$ cat src/rtl/fifo_watermark.sv
// Synchronous FIFO with run-time almost-full/almost-empty thresholds,
// a clearable peak-occupancy register and sticky overflow/underflow flags.
module fifo_watermark #(
    parameter bit          FALL_THROUGH = 1'b0,
    parameter int unsigned DATA_WIDTH   = 32,
    parameter int unsigned DEPTH        = 8,
    parameter type         dtype        = logic [DATA_WIDTH-1:0],
    parameter int unsigned ADDR_DEPTH   = (DEPTH > 1) ? $clog2(DEPTH) : 1
) (
    input  logic                clk_i,
    input  logic                rst_ni,
    input  logic                flush_i,
    input  logic                testmode_i,
    input  logic [ADDR_DEPTH:0] alm_full_th_i,
    input  logic [ADDR_DEPTH:0] alm_empty_th_i,
    input  dtype                data_i,
    input  logic                push_i,
    input  logic                pop_i,
    output dtype                data_o,
    output logic                full_o,
    output logic                empty_o,
    output logic                alm_full_o,
    output logic                alm_empty_o,
    output logic [ADDR_DEPTH:0] usage_o,
    output logic [ADDR_DEPTH:0] peak_o,
    input  logic                peak_clr_i,
    output logic                overflow_o,
    output logic                underflow_o,
    input  logic                err_clr_i
);

    localparam logic [ADDR_DEPTH:0]   DEPTH_CNT = (ADDR_DEPTH+1)'(DEPTH);
    localparam logic [ADDR_DEPTH-1:0] LAST_PTR  = ADDR_DEPTH'(DEPTH - 1);

    if (DEPTH == 0) begin : g_depth_check
        $fatal(1, "fifo_watermark: DEPTH must be at least 1");
    end

    dtype                  mem_reg [DEPTH];
    logic [ADDR_DEPTH-1:0] rd_ptr_reg, rd_ptr_next;
    logic [ADDR_DEPTH-1:0] wr_ptr_reg, wr_ptr_next;
    logic [ADDR_DEPTH:0]   usage_reg, usage_next;
    logic [ADDR_DEPTH:0]   peak_reg, peak_next;
    logic                  full_reg, full_next;
    logic                  empty_reg, empty_next;
    logic                  ovf_reg, ovf_next;
    logic                  udf_reg, udf_next;
    logic                  bypass, push_ok, pop_ok, ovf_evt, udf_evt;

    // Clock-gating bypass only; it has no functional role here.
    logic unused_testmode;
    assign unused_testmode = testmode_i;

    always_comb begin
        bypass  = FALL_THROUGH && empty_reg && push_i && pop_i && !flush_i;
        push_ok = push_i && !full_reg && !flush_i && !bypass;
        pop_ok  = pop_i && !empty_reg && !flush_i;
        ovf_evt = push_i && full_reg && !flush_i;
        udf_evt = pop_i && empty_reg && !flush_i && !bypass;
    end

    always_comb begin
        rd_ptr_next = rd_ptr_reg;
        wr_ptr_next = wr_ptr_reg;
        usage_next  = usage_reg;
        if (flush_i) begin
            rd_ptr_next = '0;
            wr_ptr_next = '0;
            usage_next  = '0;
        end else begin
            if (push_ok) begin
                wr_ptr_next = (wr_ptr_reg == LAST_PTR) ? '0 : wr_ptr_reg + 1'b1;
            end
            if (pop_ok) begin
                rd_ptr_next = (rd_ptr_reg == LAST_PTR) ? '0 : rd_ptr_reg + 1'b1;
            end
            if (push_ok && !pop_ok) begin
                usage_next = usage_reg + 1'b1;
            end else if (pop_ok && !push_ok) begin
                usage_next = usage_reg - 1'b1;
            end
        end
        full_next  = (usage_next == DEPTH_CNT);
        empty_next = (usage_next == '0);
        // Peak is reloaded from the incoming level so a clear never loses a live maximum.
        if (peak_clr_i) begin
            peak_next = usage_next;
        end else begin
            peak_next = (usage_next > peak_reg) ? usage_next : peak_reg;
        end
        ovf_next = ovf_evt || (ovf_reg && !err_clr_i);
        udf_next = udf_evt || (udf_reg && !err_clr_i);
    end

    always_ff @(posedge clk_i or negedge rst_ni) begin
        if (!rst_ni) begin
            rd_ptr_reg <= '0;
            wr_ptr_reg <= '0;
            usage_reg  <= '0;
            peak_reg   <= '0;
            full_reg   <= 1'b0;
            empty_reg  <= 1'b1;
            ovf_reg    <= 1'b0;
            udf_reg    <= 1'b0;
        end else begin
            rd_ptr_reg <= rd_ptr_next;
            wr_ptr_reg <= wr_ptr_next;
            usage_reg  <= usage_next;
            peak_reg   <= peak_next;
            full_reg   <= full_next;
            empty_reg  <= empty_next;
            ovf_reg    <= ovf_next;
            udf_reg    <= udf_next;
        end
    end

    // Storage carries no reset: contents are meaningless until written.
    always_ff @(posedge clk_i) begin
        if (push_ok) begin
            mem_reg[wr_ptr_reg] <= data_i;
        end
    end

    always_comb begin
        data_o = mem_reg[rd_ptr_reg];
        if (FALL_THROUGH && empty_reg && push_i) begin
            data_o = data_i;
        end
    end

    assign full_o      = full_reg;
    assign empty_o     = empty_reg;
    assign usage_o     = usage_reg;
    assign peak_o      = peak_reg;
    assign overflow_o  = ovf_reg;
    assign underflow_o = udf_reg;
    assign alm_full_o  = (usage_reg >= alm_full_th_i);
    assign alm_empty_o = (usage_reg <= alm_empty_th_i);

endmodule

$ cat config.mk
export PLATFORM = sky130hd
export DESIGN_NAME = fifo_watermark
export DESIGN_NICKNAME = d
export VERILOG_FILES = /design/src/rtl/fifo_watermark.sv
export SDC_FILE = /design/constraint.sdc
export NUM_CORES = 1
export LEC_CHECK = 0
export BUFFER_PORTS_ARGS = -buffer_cell sky130_fd_sc_hd__buf_2
export CAP_MARGIN = 10
export CORE_ASPECT_RATIO = 1.5
export CORE_MARGIN = 10
export CORE_UTILIZATION = 55
export DETAILED_ROUTE_END_ITERATION = 10
export PLACE_DENSITY = 0.86
export SLEW_MARGIN = 0
export SYNTH_ARGS = -nofsm -noshare
export SYNTH_HDL_FRONTEND = slang
export SYNTH_SLANG_ARGS = --single-unit
$ cat constraint.sdc
create_clock -name clk_i -period 11 [get_ports clk_i]
set_input_delay 0.55 -clock clk_i [delete_from_list [all_inputs] [get_ports clk_i]]
set_output_delay 0.55 -clock clk_i [all_outputs]
set_load 0.005 [all_outputs]
* Word-level counts from Yosys, hierarchy flattened
Memories as Yosys holds them, arrays and structs flattened.
Index checks and enable logic that the tools add are counted.
** Cells by class
- Equality and inequality tests :: 3
- $lt $le $gt $ge :: 3
- Bitwise gates (word level) :: 0
- $add $sub $neg :: 4
- $mul :: 0
- Div/mod/pow operators :: 0
- Multiplexer cells :: 13
- Reductions and logical operators :: 24
- Shift operators :: 0
** Operators by type and width (number)
- $mux W4 :: 5
- $mux W3 :: 6
- $logic_and A1 B1 Y1 :: 12
- $add A3 B1 Y3 const B :: 2
- $eq A3 B3 Y1 const B :: 2
- $logic_not A1 Y1 :: 6
- $reduce_bool A2 Y1 :: 3
- $add A4 B1 Y4 const B :: 1
- $eq A4 B4 Y1 const B :: 1
- $ge A4 B4 Y1 :: 1
- $gt A4 B4 Y1 :: 1
- $le A4 B4 Y1 :: 1
- $logic_not A4 Y1 :: 1
- $sub A4 B1 Y4 const B :: 1
- $logic_or A1 B1 Y1 :: 2
- $mux W1 :: 2
** Word-level totals
- Register bits :: 18
- Bits in writable memories :: 256
- Memory bits (read-only) :: 0
- Memories :: 1
- Input port bits :: 48
- Output and inout port bits :: 46
- Bits in latches :: 0
** Memory list
- mem_reg :: depth 8, bits a word 32, read ports 1, clocked after memory_dff 0, write ports 1, line 39 : dtype mem_reg [DEPTH];

* Depth between registers and ports, before layout
Gate-level depths: netlist (run 1).
- Depth in word-level cells :: 11
- Gate-level depth with buffers :: 12

* Worst setup path before layout (run 1)
OpenSTA, ideal clock, no wires.
- Path kind :: input to register
- From :: input flush_i
- To :: memory mem_reg[0][0] (netlist bit) (enable)
- Buffers on the path :: 1
- Data required time :: 10.539 ns
- Setup time :: 0.461 ns
- Arrival time :: 3.349 ns
- Path slack :: 7.190 ns
- Stages :: 3
- Path through :: clkbuf_1 > or3_1 > nor3_1
** On the way
- Word-level cells in the longest chain between the ends :: 4
** Ends and longest elaborated chain
- start: declaration :: line 12 : input logic flush_i,
- $logic_not A1 Y1 :: line 56 : push_ok = push_i && !full_reg && !flush_i && !bypass;
- $logic_and A1 B1 Y1 :: line 56
- $mux W1 :: line 119 : if (push_ok) begin
- $mux W1 (not written as such) :: line 120 : mem_reg[wr_ptr_reg] <= data_i;
- end: declaration :: line 39
Every way passes these cells.

==> results.cfg, run 1 <==
[detailed_routing]
ant_nets = 0
post_drt_wl_per_cell_um = 25.4
drt-initial-drc-count = 499
wl_mm = 22.7
via_per_inst = 6.11
vias = 5459
dr.pass1.iters = 5
drc = 0

[power_and_ir_drop]
leakagePower_nw = 4.19
total_power_w = 0.00241
powerDensity_mw_per_mm2 = 193
ir_drop_mv = 0.107

[run_status]
status = finished clean

[floorplan]
die_area_mm2 = 0.0259
core_mm2 = 0.0193
die_w_um = 135
start_util_pct = 56.2
die_h_um = 192
rows = 62
io_pins = 94

[critical_path]
startpoint_type = register
end_kind = output pin
crit_fanout = 39
crit_arrival_ns = 3.14
critPathKind = register to output pin
cp.required_ns = 10.45

[logic_synthesis]
synthArstFlopShare_pct = 6.57
synth_warnings = 0
ys_seq_area_share_pct = 75.0
ys_seq_elements = 274
synth_cell_types = 33
synth_flop_cell = edfxtp_1
syn_area_per_cell_um2 = 21.3
syn_nets = 576
netlist_area_mm2 = 0.0109
synth_edf_count = 256
netlist_instances = 510

[sta]
finalCriticalPeriod_ns = 3.69
tightest_slew_ns = 1.22
slew_violations = 0
tns_ns = 0
finClkSkew_ns = 0.0166
finalCritPeriodShare_pct = 33.5
slew_headroom_pct = 18.1
hold_viol = 0
setup_viol = 0
rsz0062_at_grt = false
max_freq_mhz = 271

[place]
postPlaceCellArea_mm2 = 0.0116
dpl.cell_count = 847
dp_hpwl_mm = 13.0
portBuffers = 92
gp_congestion = 0.790

[clocking]
cts-root-buf = clkbuf_16
cts.sinks = 274
cts_inserted_buffers = 24
path_clk_slew_ns = 0.07
htreeDepth = 1
insertion_delay_ns = 0.51
cts_tree = done
clockBufferDepth = 3
cts_resized = 0

[global_route]
grtUsageMet2_pct = 30.4
grt_overflow = 0
grt_first_pass_wirelength_mm = 34.4
grt-busiest-layer = met2
grt_use_total_pct = 17.3
gr-usage-met3_pct = 2.80
grt_start_max_net_pins = 45
met1_usage_pct = 21.1
grt_pass1_vias = 5896
antenna_found_initial = 5

[layout]
design_area_mm2 = 0.0125
final_cell_mix = edfxtp_1 (256), buf_2 (92), mux4_2 (64)
finish.utilization_pct = 64.5
stdcell_count = 894
final_common_cell = edfxtp_1
syn2layout_area_growth_pct = 14.8
drive_gt1_share_pct = 39.5
largest_register_ffs = 256
fin_nets = 684

[flow_run]
maxCapViolCount = 0

[worst_hold_path]
hp-class = input port to register
metal layers:
layer | wire length (um) | up-vias | share of wire (%)
li1 | - | 2302 | -
met5 | 36 | - | 0.16
met4 | 623 | 4 | 2.7
met3 | 1630 | 43 | 7.2
met1 | 8160 | 2830 | 36
met2 | 12300 | 280 | 54
cells by family after synthesis:
group	count (synthesis)	share of synthesized area, %
compound gates	25	1.33
simple gates	55	2.61
mux	102	17.3
buf+inv	36	1.74
fa+ha+maj	18	2.08
flops	274	75.0
repair_timing:
action | CTS | global route
buffers inserted | 0 | 0
hold buffers | 1 | 0
endpoints found under the hold margin | 17 | 0
worst max-delay path: stages, from the launching register on:
cell and delay, ns:
dfrtp_4 0.79, buf_4 0.70, mux4_2 0.62, mux2_2 0.32, buf_2 0.14
power by group:
| group | internal (W) | switching (W) | leakage, nW | total [W] |
|---|---|---|---|---|
| combinational | 0.000176 | 0.000156 | 1.26 | 0.000333 |
| sequential | 0.00117 | 0.0000386 | 2.55 | 0.00121 |
| clock | 0.000506 | 0.000357 | 0.382 | 0.000863 |
| total | 0.00186 | 0.000552 | 4.19 | 0.00241 |
metrics by stage:
| step | hold slack [ns] | setup WS (ns) |
|---|---|---|
| 2_1_floorplan | 0.254 | 7.19 |
| 3_5_place_dp | 0.509 | 7.81 |
| 3_3_place_gp | 0.497 | 7.87 |
| 4_1_cts | 0.223 | 7.26 |
| 6_report | 0.234 | 7.31 |
| 5_1_grt | 0.248 | 7.07 |
Yosys cell counts (4+ instances only):
master	number	area share, %
edfxtp_1	256	71
mux4_2	64	13
mux2_2	37	3.8
ha_1	18	2.1
dfrtp_1	17	3.9
inv_1	15	0.52
a21oi_1	13	0.60
nand2_1	13	0.45
nor2_1	12	0.42
clkbuf_1	8	0.28
nor3_1	7	0.32
nand2b_1	6	0.35
buf_6	5	0.52
buf_2	4	0.18
nor2b_1	4	0.23
o21ai_0	4	0.18
final timing paths:
check                                end  depth (start not counted)  slack, ns          start
setup / recovery              data_o[27]                          4       7.31  rd_ptr_reg[0]
hold / removal                overflow_o                          2       0.23      err_clr_i
setup reg to reg           mem_reg[1][5]                          5       7.99         full_o
hold reg to reg              underflow_o                          2       0.54    underflow_o
max in group asynchronous  rd_ptr_reg[0]                          2      10.17         rst_ni
min in group asynchronous  wr_ptr_reg[1]                          2       0.50         rst_ni
area by class of cell:
cell class | count | area [um2]
clock buffer | 27 | 633
fill | 1225 | 6850
clock inverter | 16 | 176
antenna | 3 | 7.51
tap | 256 | 320
timing repair buffer | 103 | 546
inverter | 15 | 56.3
sequential | 274 | 8150
multi-input combinational | 200 | 2580
(Power assumes the default switching activity.)
==> inputs of run 2 (changes only) <==
==> constraint.sdc (replaced) <==
create_clock -name clk_i -period 3.8 [get_ports clk_i]
set_input_delay 0.19 -clock clk_i [delete_from_list [all_inputs] [get_ports clk_i]]
set_output_delay 0.19 -clock clk_i [all_outputs]
set_load 0.005 [all_outputs]
==> run 2 against run 1 <==
Sequential power rose to 2.9 times the previous value. Via count shrank 1.3%. Clock power rose to 2.7 times the previous value.
==> results.cfg, run 2 (synthesis results as in run 1) <==
[run_status]
status = finished clean

[critical_path]
crit_slowest_cell = dfstp_2
crit_path_cell_trace = nand2b_2, nand2_1, o22ai_1, mux2_2, ha_1, a21oi_1, o21ai_0, a21oi_1, mux2_2
startpoint_type = register
critPathKind = register to register
path_delay_family = compound AO/OA/AOI/OAI gates
cp.required_ns = 4.20
slowest_delay_ns = 0.56
crit_arrival_ns = 3.36
crit_fanout = 7
worst-path-buf-inv = 0
end_kind = register

[clocking]
clockBufferDepth = 3
cts_resized = 0
htreeDepth = 1
cts_inserted_buffers = 25
cts-root-buf = clkbuf_16
path_clk_slew_ns = 0.06
cts_tree = done
cts.sinks = 274
insertion_delay_ns = 0.52

[detailed_routing]
drc = 0
wl_mm = 21.6
vias = 5386
drt-initial-drc-count = 426
dr.pass1.iters = 4
via_per_inst = 5.77
ant_nets = 0
post_drt_wl_per_cell_um = 23.1

[global_route]
grt_use_total_pct = 16.8
grt_overflow = 0
grt_pass1_vias = 5973
grt_first_pass_wirelength_mm = 33.5
grt_start_max_net_pins = 39
antenna_found_initial = 1

[floorplan]
core_mm2 = 0.0193
io_pins = 94
die_area_mm2 = 0.0259
die_h_um = 192
start_util_pct = 56.2
die_w_um = 135
rows = 62

[layout]
design_area_mm2 = 0.0128
syn2layout_area_growth_pct = 17.9
multiInputGateArea_mm2 = 0.00258
n_fill_cell = 1196
final_cell_mix = edfxtp_1 (256), buf_2 (92), mux4_2 (64)
regArea_mm2 = 0.00815
final_common_cell = edfxtp_1
largest_register_ffs = 256
drive_gt1_share_pct = 38.7
fin_nets = 726

[sta]
finalCriticalPeriod_ns = 2.96
tightest_slew_ns = 1.05
finalCritPeriodShare_pct = 77.9
hold_viol = 0
slew_headroom_pct = 30.3
max_freq_mhz = 338
setup_viol = 0
holdWs_ns = 0.0395
rsz0062_at_grt = false
finClkSkew_ns = 0.0106
tns_ns = 0
slew_violations = 0

[place]
postPlaceCellArea_mm2 = 0.0117
dp_hpwl_mm = 13.3
gp_congestion = 0.812
portBuffers = 92

[power_and_ir_drop]
ir_drop_mv = 0.353
p_sw_share_pct = 23.6
clkPwrFrac_pct = 33.8
seqPwrFrac_pct = 51.2
p_int_w = 0.00521
leakagePower_nw = 4.37
power_frac_comb_pct = 15.0
total_power_w = 0.00682
powerDensity_mw_per_mm2 = 533
p_sw_w = 0.00161

[worst_hold_path]
hp-class = input port to register

[flow_run]
maxCapViolCount = 0
[run 2: area by class of cell]
| cell class | instances | share of cell area [%] |
|---|---|---|
| clock inverter | 17 | 0.860 |
| timing repair buffer | 144 | 7.45 |
| sequential | 274 | 63.6 |
| multi-input combinational | 200 | 20.2 |
| inverter | 15 | 0.440 |
| clock buffer | 27 | 4.95 |
| antenna | 1 | 0.0195 |
| tap | 256 | 2.50 |
[run 2: worst paths after layout]
kind                                start       endpoint  slack, ns  depth (start not counted)
worst min register to register  peak_o[2]      peak_o[2]       0.54                          1
worst min-delay path              flush_i  rd_ptr_reg[0]       0.04                          2
worst max register to register    empty_o      peak_o[0]       0.84                          9
max in group asynchronous          rst_ni  rd_ptr_reg[0]       3.34                          2
worst max-delay path              empty_o      peak_o[0]       0.84                          9
min in group asynchronous          rst_ni      peak_o[3]       0.13                          2
[run 2: through the flow]
step           setup slack, ns  util, %  std cells
4_1_cts                  0.807     66.3        933
3_5_place_dp             0.902     60.5        853
6_report                 0.839     66.3        934
3_3_place_gp              1.03     60.5        853
5_1_grt                  0.663     66.3        934
2_1_floorplan           0.0855        -        510
[run 2: timing repair]
item	in CTS	in global routing
buffers inserted	0	0
setup endpoints to repair	0	0
hold buffers	36	0
hold endpoints to repair	276	0
[run 2: worst register-to-register path: cells and delay by family (launching register included)]
kind / cells / cell delay (ns)
AO/OA/AOI/OAI: 4 / 0.82
flip-flops: 1 / 0.56
adder cells (fa/ha/maj): 1 / 0.32
AND/OR/NAND/NOR: 2 / 0.33
multiplexers: 2 / 0.81
[run 2: metal layers]
metal	part of all wire, %	wire (um)	GRT usage [%]
met1	39	8390	20.4
met2	53	11500	29.4
met3	5.7	1220	3.14
met4	2.2	478	5.67
met5	0	0	0
[run 2: power by group through the flow]
stage	sequential [W]	clock [W]	combinational (W)
floorplan	0.00351	0	0.000705
global placement	0.00354	0	0.000953
detailed placement	0.00356	0	0.00100
CTS	0.00349	0.00234	0.00104
global route	0.00351	0.00245	0.00113
finish	0.00349	0.00231	0.00102
